`src/rtl/core_pkg.sv`:
```
// Shared types for the decode/execute boundary: the packed control bundle,
// the decoded bundle layout, and small pointer helpers for the issue queue.
package core_pkg;

  localparam int XLEN   = 32;
  localparam int REG_AW = 5;

  typedef struct packed {
    logic       reg_write;
    logic       mem_write;
    logic       jump;
    logic       jump_cond;
    logic [2:0] jump_cond_type;
    logic [3:0] alu_control;
    logic [2:0] srcs;
    logic [1:0] result_src;
  } ctrl_t;

  localparam int CTRL_W = $bits(ctrl_t);

  typedef struct packed {
    ctrl_t             ctrl;
    logic [XLEN-1:0]   pc;
    logic [XLEN-1:0]   pc4;
    logic [XLEN-1:0]   imm;
    logic [XLEN-1:0]   rd1;
    logic [XLEN-1:0]   rd2;
    logic [REG_AW-1:0] rd;
    logic [REG_AW-1:0] rs1;
    logic [REG_AW-1:0] rs2;
  } de_bundle_t;

  // Pointers wrap at depth, which need not be a power of two.
  function automatic int ptr_inc(input int ptr, input int depth);
    return (ptr == depth - 1) ? 0 : ptr + 1;
  endfunction

  // True when slot idx lies within the cnt entries starting at head.
  function automatic logic slot_occupied(input int idx, input int head,
                                         input int cnt, input int depth);
    int rel;
    rel = (idx >= head) ? idx - head : idx + depth - head;
    return rel < cnt;
  endfunction

endpackage

```
`src/rtl/operand_snoop.sv`:
```
// Per-entry writeback snoop: replaces a source operand with the writeback
// result when the writeback targets that source register (never x0).
module operand_snoop #(
  parameter int XLEN   = 32,
  parameter int REG_AW = 5
) (
  input  logic              wb_reg_write,
  input  logic [REG_AW-1:0] wb_rd,
  input  logic [XLEN-1:0]   wb_result,
  input  logic [REG_AW-1:0] rs1,
  input  logic [REG_AW-1:0] rs2,
  input  logic [XLEN-1:0]   rd1_in,
  input  logic [XLEN-1:0]   rd2_in,
  output logic [XLEN-1:0]   rd1_out,
  output logic [XLEN-1:0]   rd2_out
);

  logic wb_live;
  logic hit1;
  logic hit2;

  assign wb_live = wb_reg_write && (wb_rd != '0);
  assign hit1    = wb_live && (wb_rd == rs1);
  assign hit2    = wb_live && (wb_rd == rs2);

  assign rd1_out = hit1 ? wb_result : rd1_in;
  assign rd2_out = hit2 ? wb_result : rd2_in;

endmodule

```
`src/rtl/decode_issue_queue.sv`:
```
// In-order decode->execute buffer with valid/ready handshake. Queued entries
// snoop the writeback bus so their operands stay current while they wait.
module decode_issue_queue
  import core_pkg::*;
#(
  parameter int XLEN   = 32,
  parameter int REG_AW = 5,
  parameter int CTRL_W = 16,
  parameter int DEPTH  = 2,
  localparam int CNT_W = $clog2(DEPTH + 1),
  localparam int PTR_W = (DEPTH > 1) ? $clog2(DEPTH) : 1
) (
  input  logic              clk,
  input  logic              rst,
  input  logic              flush,
  input  logic              in_valid,
  output logic              in_ready,
  input  logic [CTRL_W-1:0] in_ctrl,
  input  logic [XLEN-1:0]   in_pc,
  input  logic [XLEN-1:0]   in_pc4,
  input  logic [XLEN-1:0]   in_imm,
  input  logic [XLEN-1:0]   in_rd1,
  input  logic [XLEN-1:0]   in_rd2,
  input  logic [REG_AW-1:0] in_rd,
  input  logic [REG_AW-1:0] in_rs1,
  input  logic [REG_AW-1:0] in_rs2,
  input  logic              wb_reg_write,
  input  logic [REG_AW-1:0] wb_rd,
  input  logic [XLEN-1:0]   wb_result,
  output logic              out_valid,
  input  logic              out_ready,
  output logic [CTRL_W-1:0] out_ctrl,
  output logic [XLEN-1:0]   out_pc,
  output logic [XLEN-1:0]   out_pc4,
  output logic [XLEN-1:0]   out_imm,
  output logic [XLEN-1:0]   out_rd1,
  output logic [XLEN-1:0]   out_rd2,
  output logic [REG_AW-1:0] out_rd,
  output logic [REG_AW-1:0] out_rs1,
  output logic [REG_AW-1:0] out_rs2,
  output logic [CNT_W-1:0]  count
);

  // Handshake: a transfer happens on an edge where valid and ready are both
  // high. in_ready = (count<DEPTH) | out_ready; out_valid = (count!=0).

  logic [CTRL_W-1:0] ctrl_q [DEPTH];
  logic [CTRL_W-1:0] ctrl_d [DEPTH];
  logic [XLEN-1:0]   pc_q   [DEPTH];
  logic [XLEN-1:0]   pc_d   [DEPTH];
  logic [XLEN-1:0]   pc4_q  [DEPTH];
  logic [XLEN-1:0]   pc4_d  [DEPTH];
  logic [XLEN-1:0]   imm_q  [DEPTH];
  logic [XLEN-1:0]   imm_d  [DEPTH];
  logic [XLEN-1:0]   rd1_q  [DEPTH];
  logic [XLEN-1:0]   rd1_d  [DEPTH];
  logic [XLEN-1:0]   rd2_q  [DEPTH];
  logic [XLEN-1:0]   rd2_d  [DEPTH];
  logic [REG_AW-1:0] rd_q   [DEPTH];
  logic [REG_AW-1:0] rd_d   [DEPTH];
  logic [REG_AW-1:0] rs1_q  [DEPTH];
  logic [REG_AW-1:0] rs1_d  [DEPTH];
  logic [REG_AW-1:0] rs2_q  [DEPTH];
  logic [REG_AW-1:0] rs2_d  [DEPTH];

  logic [PTR_W-1:0] head_q, head_d;
  logic [PTR_W-1:0] tail_q, tail_d;
  logic [CNT_W-1:0] count_q, count_d;

  logic push;
  logic pop;

  // Index DEPTH holds the snooped operands of the incoming bundle.
  logic [XLEN-1:0] snp_rd1 [DEPTH+1];
  logic [XLEN-1:0] snp_rd2 [DEPTH+1];

  for (genvar g = 0; g <= DEPTH; g++) begin : g_snoop
    if (g < DEPTH) begin : g_entry
      operand_snoop #(.XLEN(XLEN), .REG_AW(REG_AW)) u_snoop (
        .wb_reg_write (wb_reg_write),
        .wb_rd        (wb_rd),
        .wb_result    (wb_result),
        .rs1          (rs1_q[g]),
        .rs2          (rs2_q[g]),
        .rd1_in       (rd1_q[g]),
        .rd2_in       (rd2_q[g]),
        .rd1_out      (snp_rd1[g]),
        .rd2_out      (snp_rd2[g])
      );
    end else begin : g_incoming
      operand_snoop #(.XLEN(XLEN), .REG_AW(REG_AW)) u_snoop (
        .wb_reg_write (wb_reg_write),
        .wb_rd        (wb_rd),
        .wb_result    (wb_result),
        .rs1          (in_rs1),
        .rs2          (in_rs2),
        .rd1_in       (in_rd1),
        .rd2_in       (in_rd2),
        .rd1_out      (snp_rd1[g]),
        .rd2_out      (snp_rd2[g])
      );
    end
  end

  assign out_valid = (count_q != '0);
  assign in_ready  = (count_q < CNT_W'(DEPTH)) | out_ready;
  assign count     = count_q;

  // Flush wins over both handshakes on the same edge.
  assign push = in_valid & in_ready & ~flush;
  assign pop  = out_valid & out_ready & ~flush;

  always_comb begin
    head_d  = head_q;
    tail_d  = tail_q;
    count_d = count_q;
    if (flush) begin
      head_d  = '0;
      tail_d  = '0;
      count_d = '0;
    end else begin
      if (push) tail_d = PTR_W'(ptr_inc(int'(tail_q), DEPTH));
      if (pop)  head_d = PTR_W'(ptr_inc(int'(head_q), DEPTH));
      count_d = count_q + CNT_W'(push) - CNT_W'(pop);
    end
  end

  always_comb begin
    for (int i = 0; i < DEPTH; i++) begin
      ctrl_d[i] = ctrl_q[i];
      pc_d[i]   = pc_q[i];
      pc4_d[i]  = pc4_q[i];
      imm_d[i]  = imm_q[i];
      rd1_d[i]  = rd1_q[i];
      rd2_d[i]  = rd2_q[i];
      rd_d[i]   = rd_q[i];
      rs1_d[i]  = rs1_q[i];
      rs2_d[i]  = rs2_q[i];
      // The entry leaving this edge keeps its old operands; EX forwarding covers it.
      if (slot_occupied(i, int'(head_q), int'(count_q), DEPTH) &&
          !(pop && (head_q == PTR_W'(i)))) begin
        rd1_d[i] = snp_rd1[i];
        rd2_d[i] = snp_rd2[i];
      end
      if (push && (tail_q == PTR_W'(i))) begin
        ctrl_d[i] = in_ctrl;
        pc_d[i]   = in_pc;
        pc4_d[i]  = in_pc4;
        imm_d[i]  = in_imm;
        rd1_d[i]  = snp_rd1[DEPTH];
        rd2_d[i]  = snp_rd2[DEPTH];
        rd_d[i]   = in_rd;
        rs1_d[i]  = in_rs1;
        rs2_d[i]  = in_rs2;
      end
    end
  end

  always_ff @(posedge clk or posedge rst) begin
    if (rst) begin
      head_q  <= '0;
      tail_q  <= '0;
      count_q <= '0;
      for (int i = 0; i < DEPTH; i++) begin
        ctrl_q[i] <= '0;
        pc_q[i]   <= '0;
        pc4_q[i]  <= '0;
        imm_q[i]  <= '0;
        rd1_q[i]  <= '0;
        rd2_q[i]  <= '0;
        rd_q[i]   <= '0;
        rs1_q[i]  <= '0;
        rs2_q[i]  <= '0;
      end
    end else begin
      head_q  <= head_d;
      tail_q  <= tail_d;
      count_q <= count_d;
      ctrl_q  <= ctrl_d;
      pc_q    <= pc_d;
      pc4_q   <= pc4_d;
      imm_q   <= imm_d;
      rd1_q   <= rd1_d;
      rd2_q   <= rd2_d;
      rd_q    <= rd_d;
      rs1_q   <= rs1_d;
      rs2_q   <= rs2_d;
    end
  end

  // An empty queue presents a bubble: every field zero, so no side effects in EX.
  always_comb begin
    out_ctrl = '0;
    out_pc   = '0;
    out_pc4  = '0;
    out_imm  = '0;
    out_rd1  = '0;
    out_rd2  = '0;
    out_rd   = '0;
    out_rs1  = '0;
    out_rs2  = '0;
    if (out_valid) begin
      out_ctrl = ctrl_q[head_q];
      out_pc   = pc_q[head_q];
      out_pc4  = pc4_q[head_q];
      out_imm  = imm_q[head_q];
      out_rd1  = rd1_q[head_q];
      out_rd2  = rd2_q[head_q];
      out_rd   = rd_q[head_q];
      out_rs1  = rs1_q[head_q];
      out_rs2  = rs2_q[head_q];
    end
  end

  a_no_overflow: assert property (@(posedge clk) disable iff (rst)
    !(in_valid && !in_ready && push));
  a_no_underflow: assert property (@(posedge clk) disable iff (rst)
    !(pop && (count_q == '0)));

endmodule
```
`config.mk`:
```
export PLATFORM = sky130hd
export DESIGN_NAME = decode_issue_queue
export DESIGN_NICKNAME = d
export VERILOG_FILES = /design/src/rtl/core_pkg.sv /design/src/rtl/operand_snoop.sv /design/src/rtl/decode_issue_queue.sv
export SDC_FILE = /design/constraint.sdc
export NUM_CORES = 1
export LEC_CHECK = 0
export ABC_AREA = 1
export ABC_CLOCK_PERIOD_IN_PS = 17100
export CAP_MARGIN = 10
export CELL_PAD_IN_SITES_DETAIL_PLACEMENT = 1
export CELL_PAD_IN_SITES_GLOBAL_PLACEMENT = 2
export CORE_UTILIZATION = 29
export CTS_CLUSTER_DIAMETER = 100
export DETAILED_ROUTE_END_ITERATION = 6
export HOLD_SLACK_MARGIN = 0.1
export PLACE_DENSITY = 0.82
export RECOVER_POWER = 25
export SYNTH_ARGS = -nofsm -noshare
export SYNTH_HDL_FRONTEND = slang
export SYNTH_SLANG_ARGS = --single-unit
```
`constraint.sdc`:
```
create_clock -name clk -period 17.1 [get_ports clk]
set_input_delay 1.71 -clock clk [delete_from_list [all_inputs] [get_ports clk]]
set_output_delay 1.71 -clock clk [all_outputs]
set_load 0.05 [all_outputs]
```
Yosys cells after proc, flatten, opt, wreduce, memory -nomap -nowiden
Index checks and enable logic that the tools add are counted.

word-level totals
  word-level logic and storage cells = 135
  register bits = 386

cells by class
  $add $sub $neg = 7
  mux-type cells = 58
  $lt $le $gt $ge = 5
  reductions and logical operators = 29
  bitwise logic cells = 9
  equality and inequality tests = 6

operators with widths
  kind                                                               count
  32-bit two-way mux                                                 35
  16-bit two-way mux                                                 4
  5-bit two-way mux                                                  12
  32-bit by 3-bit less-than comparator with 1-bit output             1
  5-bit equality test                                                6
  2-bit nonzero test                                                 9
  1-bit logical AND                                                  13
  2-bit AND reduction                                                4
  1-bit two-way mux                                                  6
  5-bit nonzero test                                                 1
  1-bit bitwise AND                                                  4
  1-bit by 1-bit subtractor with 2-bit output, first input constant  2
  2-bit by 3-bit less-than comparator with 1-bit output              1
  1-bit inverter                                                     3
  2-bit by 1-bit subtractor with 3-bit output, first input constant  1
  1-bit adder, second input constant                                 2
  2-bit by 1-bit adder with 2-bit output                             1
  2-bit greater-or-equal comparator, second input constant           1
  1-bit zero test                                                    2
  2-bit less-than comparator, second input constant                  1
  2-bit two-way mux                                                  1
  1-bit inverter with 2-bit output                                   1
  2-bit by 1-bit subtractor with 2-bit output                        1
  1-bit greater-or-equal comparator, first input constant            1
  1-bit bitwise OR                                                   1

Longest topological paths before layout
Gate-level depths: netlist (run 1).

  word-level depth = 8
  mapped depth = 11
  mapped depth without buffers = 9

By module
Synthesis (run 1) repeated with hierarchy kept, for this count alone.

second synthesis, totals
  cells, all modules = 3386
  area total of the unflattened synthesis = 22690.5 um^2

modules (own cells, without submodules)
  module              cells an instance  sequential area each (um^2)  area each (um^2)  times used
  decode_issue_queue  2594               9659.3                       19090.8           1
  operand_snoop       264                0.0                          1199.9            3

Worst setup path after synthesis (run 1)
OpenSTA, ideal clock, no wires.

  path type = input -> output
  from = in out_ready
  to = out in_ready
  arrival = 2118 ps
  path slack = 13272 ps
  data required time = 15390 ps
  cell stages on the path = 2
  path buffers = 0
  cell sequence = inv_2 > nand2_1

on the way
  word-level cells in the longest chain between the ends = 1

ends and longest elaborated chain
  item              RTL line                   source
  start, declared   decode_issue_queue.sv:31   input logic out_ready,
  1-bit bitwise OR  decode_issue_queue.sv:106  assign in_ready = (count_q < CNT_W'(DEPTH)) | out_ready;
  end, declared     decode_issue_queue.sv:17   output logic in_ready,

Every way passes these cells.

Final worst setup path (run 1)
  from = reg count_q[1] (netlist: count[1])
  to = out out_pc[17]

on the way
  word-level cells in the longest chain between the ends = 2

ends and longest elaborated chain
  item                    RTL line                   source
  start, declared         decode_issue_queue.sv:68   logic [CNT_W-1:0] count_q, count_d;
  start signal, assigned  decode_issue_queue.sv:178  count_q <= count_d;
  2-bit nonzero test      decode_issue_queue.sv:105  assign out_valid = (count_q != '0);
  32-bit two-way mux      decode_issue_queue.sv:202  if (out_valid) begin
  end, declared           decode_issue_queue.sv:33   output logic [XLEN-1:0] out_pc,

Every way passes these cells.

==> results of run 1 <==
[per-layer routing]
| layer | global-route usage | wire length [µm] | vias to the layer above |
|---|---|---|---|
| met5 | 0 | 103 | - |
| met4 | 0.0724 | 2360 | 16 |
| met3 | 0.0531 | 5690 | 141 |
| met2 | 0.392 | 40100 | 567 |
| met1 | 0.294 | 35000 | 10000 |
| li1 | - | - | 9460 |
[layout make-up]
class,count,area (µm²),area share
timing repair buffer,455,4480,0.170
tap,931,1160,0.0442
antenna,4,10.0,0.000379
multi-input combinational,1878,8580,0.325
clock buffer,65,1330,0.0506
sequential,386,9660,0.366
clock inverter,13,97.6,0.00370
inverter,278,1060,0.0401
[worst max-delay path by stage]
stage	slack, ns	endpoint	cells past startpoint
2_1_floorplan	4.66	count[0]$_DFF_PP0_	1
3_3_place_gp	11.18	out_ctrl[15]	5
3_5_place_dp	11.16	out_pc[17]	5
4_1_cts	10.48	out_pc[17]	5
5_1_grt	6.92	pc_q[31]$_DFFE_PP0N_	4
6_report	7.99	out_pc[17]	5
[logic make-up (layout without fill, tap and decap cells)]
kind of cell,Yosys count,count (layout)
AO/OA/AOI/OAI,453,453
XOR/XNOR,24,24
adder cells (fa/ha/maj),2,2
buffers and inverters,485,811
flip-flops,386,386
other,0,4
AND/OR/NAND/NOR,1399,1399
[registers in the layout, indices dropped and copies added (netlist names), 10 cells and up]
name,cells
imm_q,64
pc_q,64
rd_q,10
pc4_q,64
ctrl_q,32
rd2_q,64
rs1_q,10
rd1_q,64
rs2_q,10
[critical path, stage by stage, from the launching register on]
cell and delay, ns:
dfrtp_1 0.45, nor2_4 0.91, clkbuf_1 3.35, buf_4 1.07, a21oi_1 0.17, clkdlybuf4s50_1 0.79
[power by group through the flow]
stage	registers (µW)	logic (µW)	clock network [µW]
detailed placement	1330	1220	0
floorplan	1280	812	0
global route	1350	1320	1020
global placement	1320	1190	0
finish	1320	1210	960
CTS	1320	1220	989
[cells in the final DEF (no fill, tap or decap), types with 12 or more instances in the layout]
master,n
buf_4,24
nor2_1,39
xnor2_1,15
a21oi_1,191
dfrtp_1,385
nand2_1,821
clkdlybuf4s50_1,426
o21ai_1,46
nand3_1,488
clkbuf_1,12
inv_1,268
clkbuf_16,47
o21ai_0,214
nand4_1,32
[Yosys cell counts (9+ instances only)]
cell	count	area share
nand2_1	823	0.15
xnor2_1	15	0.0065
buf_4	10	0.0037
inv_2	9	0.0017
o21ai_1	46	0.011
inv_1	268	0.050
dfrtp_1	386	0.48
clkbuf_1	90	0.017
nand4_1	32	0.0099
o21ai_0	214	0.053
nand3_1	487	0.12
nor2_1	39	0.0072
buf_1	9	0.0017
a21oi_1	191	0.047
buf_6	10	0.0056
buf_2	88	0.022
xor2_1	9	0.0039
[per-stage QoR]
step / cell area, µm² / setup slack, ns / power (µW) / hold slack [ns]
2_1_floorplan: 20200 / 4.66 / 2090 / 0.453
3_3_place_gp: 25000 / 11.18 / 2510 / 0.466
3_5_place_dp: 25000 / 11.16 / 2550 / 0.473
4_1_cts: 26400 / 10.48 / 3530 / 0.487
5_1_grt: 26400 / 6.92 / 3690 / 0.513
6_report: 26400 / 7.99 / 3490 / 0.482
==> results.md, run 1 <==
- Fin nets: 3,282
- Pwr Density: 132 nW/µm²
- Max Slew Vio Count: 424
- Max_slew headroom: -2.61
- Asr flop ratio synth: 1.00
- Peak VDD IR: 0.0642 mV
- Clk slew on worst S/H paths: 0.05 ns
- CTS buffer count: 47
- Cell Count, Final, Fillers Out: 4,010
- Violated checks: max-capacitance violations, max-slew violations
- Pint: 2110 µW
- Iter 0 DRT Violations: 1,270
- CTS sink cnt: 386
- Fin crit share: 0.533
- Synthesized cell area: 20,200 µm²
- Post-synth cell types: 28
- Io pins: 429
- # Post-CTS Setup Buffers: 0
- Worst Reg-to-Reg Cells: 9
- Hold Path Stages: 2
- Dpl hpwl: 52,600 µm
- Remaining antenna violation count: 0
- Fin crit period: 9.11 ns
- Hold WC Path Type: flip-flop to flip-flop
- Rows: 96
- Status: complete, but fails checks
- First-pass GRT wire length: 129,000 µm
- Filler cells: 8,377
- Starting Density: 0.294
- Area delta synth->final: 30.3%
- Die area: 70,900 µm²
- Required @ worst endpoint: 15.39 ns
- Vias in the first global route: 21,600
- Synth Flop Type: dfrtp_1
- Setup slack, reg-to-reg: 9.65 ns
- Combinational share of power: 0.348
- Flop pwr share: 0.377
- Post-Synth Adder-Cell Area: 0.00124
- Yosys warns: 0
- Simple-Gate Fraction of Synth Area: 0.298
- Crit Path Max Fanout: 82
- Worst setup SP type: flip-flop
- Sequential area share after synthesis: 0.477
- Synth Area in Compound Gates: 0.113
- Post-CTS Hold Fix Bufs: 0
- Reg-to-reg endpoint: rd1_q[14]$_DFFE_PP0P_
- Share of layout cells above drive strength 1: 0.0397
- DR vias/cell: 5.04
- Critical Path Start: count[1]$_DFF_PP0_
- GPL Wtd Cong: 0.814
- Initial antenna violation count: 13
- GRT Overall Usage: 0.233
- Fmax: 110 MHz
- DP Cell Count: 3,928
- Skew-Pair Late Insertion Delay: 0.58 ns
- EDFF count, synth: 0
- Mapped Cells: 2,749
- Clock power share: 0.275
- Worst Max-Slew Pin Slew: 5.41 ns
- Final hold violation count: 0
- Max-Cap Viols: 5
- Gr ovfl total: 0
- Die height: 266 µm
- Util after Layout: 0.383
- Mux share of post-synthesis cell area: 0
- DRT Pass-1 Iters: 5
- Final setup viols: 0
- TNS Setup: 0 ns
- Clock Tree Root: clkbuf_16
- # resized after CTS: 0
- WP data arrival: 7.40 ns
- Largest net degree at the start of global routing: 164
- Hold path start: pc_q[55]$_DFFE_PP0N_
- Post-synthesis xor/xnor area fraction: 0.0104
- Routed wire per std cell: 20.8 µm
- Vias: 20,200
- I/O Buffers: 428
- Syn_nets: 2,985
- Unrepaired setup endpoints after global routing: no
- Lkg Pwr: 0.0122 µW
- Max Root-Sink Buffers: 3
- TritonCTS clock tree: built
- Die Width: 266 µm
- Post-synthesis register bit count: 386
- Worst flop-to-flop path startpoint: count[1]$_DFF_PP0_
- Worst setup path class: flip-flop to output pin
- Worst Hold End: pc_q[55]$_DFFE_PP0N_
- Residual DRC: 0
- H-tree depth: 2
- Dominant combinational cell family by area after synthesis: simple AND/OR/NAND/NOR gates
- CP Capture Type: output pin
- Fin Clk Skew: 0.00961 ns
- Core box area: 68,800 µm²
- Avg Inst Size Synth: 7.37 µm²
- DRT Wirelength: 83,300 µm
- Switch share: 0.395
- Switch Pwr: 1380 µW
No activity file was read; power rests on OpenSTA's default activity.
==> inputs of run 2 (changes only) <==
--- a/config.mk
+++ b/config.mk
@@ -6,15 +6,15 @@
 export NUM_CORES = 1
 export LEC_CHECK = 0
 export ABC_AREA = 1
-export ABC_CLOCK_PERIOD_IN_PS = 17100
+export ABC_CLOCK_PERIOD_IN_PS = 7500
 export CAP_MARGIN = 10
 export CELL_PAD_IN_SITES_DETAIL_PLACEMENT = 1
 export CELL_PAD_IN_SITES_GLOBAL_PLACEMENT = 2
-export CORE_UTILIZATION = 29
+export CORE_UTILIZATION = 26
 export CTS_CLUSTER_DIAMETER = 100
 export DETAILED_ROUTE_END_ITERATION = 6
 export HOLD_SLACK_MARGIN = 0.1
-export PLACE_DENSITY = 0.82
+export PLACE_DENSITY = 0.78
 export RECOVER_POWER = 25
 export SYNTH_ARGS = -nofsm -noshare
 export SYNTH_HDL_FRONTEND = slang
==> constraint.sdc (replaced) <==
create_clock -name clk -period 7.5 [get_ports clk]
set_input_delay 0.75 -clock clk [delete_from_list [all_inputs] [get_ports clk]]
set_output_delay 0.75 -clock clk [all_outputs]
set_load 0.05 [all_outputs]
==> run 2 against run 1 <==
  * The run still ends with max-capacitance violations, max-slew violations left
  * Sequential power rose by 130%
  * Power increased by 140%
  * Die area up 11%
  * Count of clock-buffer cells in the layout up 3
  * Via count is 1.1% higher
  * Final area grew 1.7%
  * Worst setup slack got worse by 6.1 ns
  * Routed wire length is 3.3% higher
  * First-iteration DRC count rose by 9.1%
  * Utilization is 3.2 points lower
  * Highest routed layer unchanged
  * Clock power increased to 2.7 times the previous value
  * Critical path type is now input pin to asynchronous set/reset pin
==> results.md, run 2 (synthesis gave the netlist of run 1 again) <==
- Rows: 101
- Area after DPL: 25,100 µm²
- # resized after CTS: 0
- Die area: 79,000 µm²
- Worst setup path class: input pin to asynchronous set/reset pin
- Fmax: 179 MHz
- Filler cells: 9,196
- CP Capture Type: asynchronous set/reset pin
- Hold WC Path Type: flip-flop to flip-flop
- Max_slew headroom: -1.87
- Die height: 281 µm
- Gr ovfl total: 0
- Required @ worst endpoint: 7.17 ns
- Lkg Pwr: 0.0124 µW
- First-pass GRT wire length: 132,000 µm
- Vias: 20,400
- DRT Wirelength: 86,000 µm
- Vias in the first global route: 21,800
- Routed wire per std cell: 20.9 µm
- Max-Cap Viols: 2
- GPL Wtd Cong: 0.816
- Io pins: 429
- Area delta synth->final: 32.5%
- Most common cell after layout, fill and taps aside: nand2_1
- Max Slew Vio Count: 191
- Fin nets: 3,280
- Dpl hpwl: 53,500 µm
- Remaining antenna violation count: 0
- Area of the multi-input gates: 8570 µm²
- Final setup viols: 0
- Share of layout cells above drive strength 1: 0.0428
- Skew-Pair Late Insertion Delay: 0.60 ns
- Iter 0 DRT Violations: 1,385
- CTS buffer count: 48
- DRT Pass-1 Iters: 5
- Peak VDD IR: 0.187 mV
- Residual DRC: 0
- Fin Clk Skew: 0.0295 ns
- Die Width: 281 µm
- Fin crit share: 0.743
- Crit Path Max Fanout: 158
- Fin crit period: 5.57 ns
- Status: complete, but fails checks
- GRT Overall Usage: 0.217
- Worst Max-Slew Pin Slew: 4.30 ns
- Clk slew on worst S/H paths: 0.05 ns
- Max Root-Sink Buffers: 3
- TNS Setup: 0 ns
- Unrepaired setup endpoints after global routing: no
- Pwr Density: 311 nW/µm²
- Core box area: 76,500 µm²
- H-tree depth: 2
- # Post-CTS Setup Buffers: 0
- Violated checks: max-capacitance violations, max-slew violations
- Final std cell area, no fill: 26,800 µm²
- WP data arrival: 5.25 ns
- Worst setup SP type: input pin
- Clock Tree Root: clkbuf_16
- Initial antenna violation count: 14
- Most frequent cells in the layout: nand2_1, nand3_1, clkdlybuf4s50_1, dfrtp_1, inv_1
- Util after Layout: 0.351
- Post-CTS Hold Fix Bufs: 0
- CTS sink cnt: 386
- Final hold violation count: 0
- FF+latch area: 9660 µm²
- Starting Density: 0.265
- Largest net degree at the start of global routing: 188
- TritonCTS clock tree: built
- DR vias/cell: 4.96
- I/O Buffers: 428
## run 2: changes by cell type in the layout (fill, tap and decap cells not counted), sizes merged
| cell | before | now |
|---|---|---|
| clkbuf | 68 | 70 |
| buf | 24 | 22 |
| diode | 4 | 6 |
| bufinv | 1 | 8 |
## run 2: where the power goes
group          leakage (µW)  internal [µW]  switching, µW  total, µW
registers           0.00480           2650            348       3000
logic               0.00672            892           1890       2780
clock network      0.000869           1590            976       2570
## run 2: path summary, 6_finish.rpt
check,startpoint,end,slack [ns],depth (start not counted)
max,rst,pc_q[27]$_DFFE_PP0N_,1.93,3
min,pc4_q[36]$_DFFE_PP0N_,pc4_q[36]$_DFFE_PP0N_,0.48,2
max reg2reg,head_q$_DFFE_PP0P_,rd1_q[33]$_DFFE_PP0P_,3.27,9
min reg2reg,pc4_q[36]$_DFFE_PP0N_,pc4_q[36]$_DFFE_PP0N_,0.48,2
max in group clk,head_q$_DFFE_PP0P_,out_pc4[15],2.24,5
min in group asynchronous,rst,imm_q[21]$_DFFE_PP0N_,0.83,2
## run 2: through the flow
step | std cells | worst slack [ns] | hold WS, ns | power, µW
2_1_floorplan | 2749 | 1.56 | 0.453 | 4770
3_3_place_gp | 4024 | 2.47 | 0.465 | 5740
3_5_place_dp | 4024 | 2.39 | 0.472 | 5840
4_1_cts | 4112 | 2.08 | 0.487 | 8470
5_1_grt | 4118 | 1.08 | 0.502 | 8820
6_report | 4118 | 1.93 | 0.479 | 8350
## run 2: per-layer routing
metal / vias up / GRT usage / wire length, µm
li1: 9476 / - / -
met1: 10200 / 0.271 / 35600
met2: 618 / 0.354 / 40900
met3: 161 / 0.0588 / 6390
met4: 16 / 0.0831 / 3000
met5: - / 0 / 112
## run 2: worst max-delay path, stage by stage
cell,delay [ns]
dlygate4sd3_1,0.54
clkinvlp_2,0.66
clkbuf_2,2.91
## run 2: layout make-up
type / instances / area share
diodes: 6 / 0.000559
well taps: 1030 / 0.0480
inverters: 278 / 0.0394
clock inverters: 20 / 0.0126
clock buffers: 68 / 0.0528
repair buffers: 452 / 0.167
multi-input cells: 1878 / 0.320
flip-flops and latches: 386 / 0.360
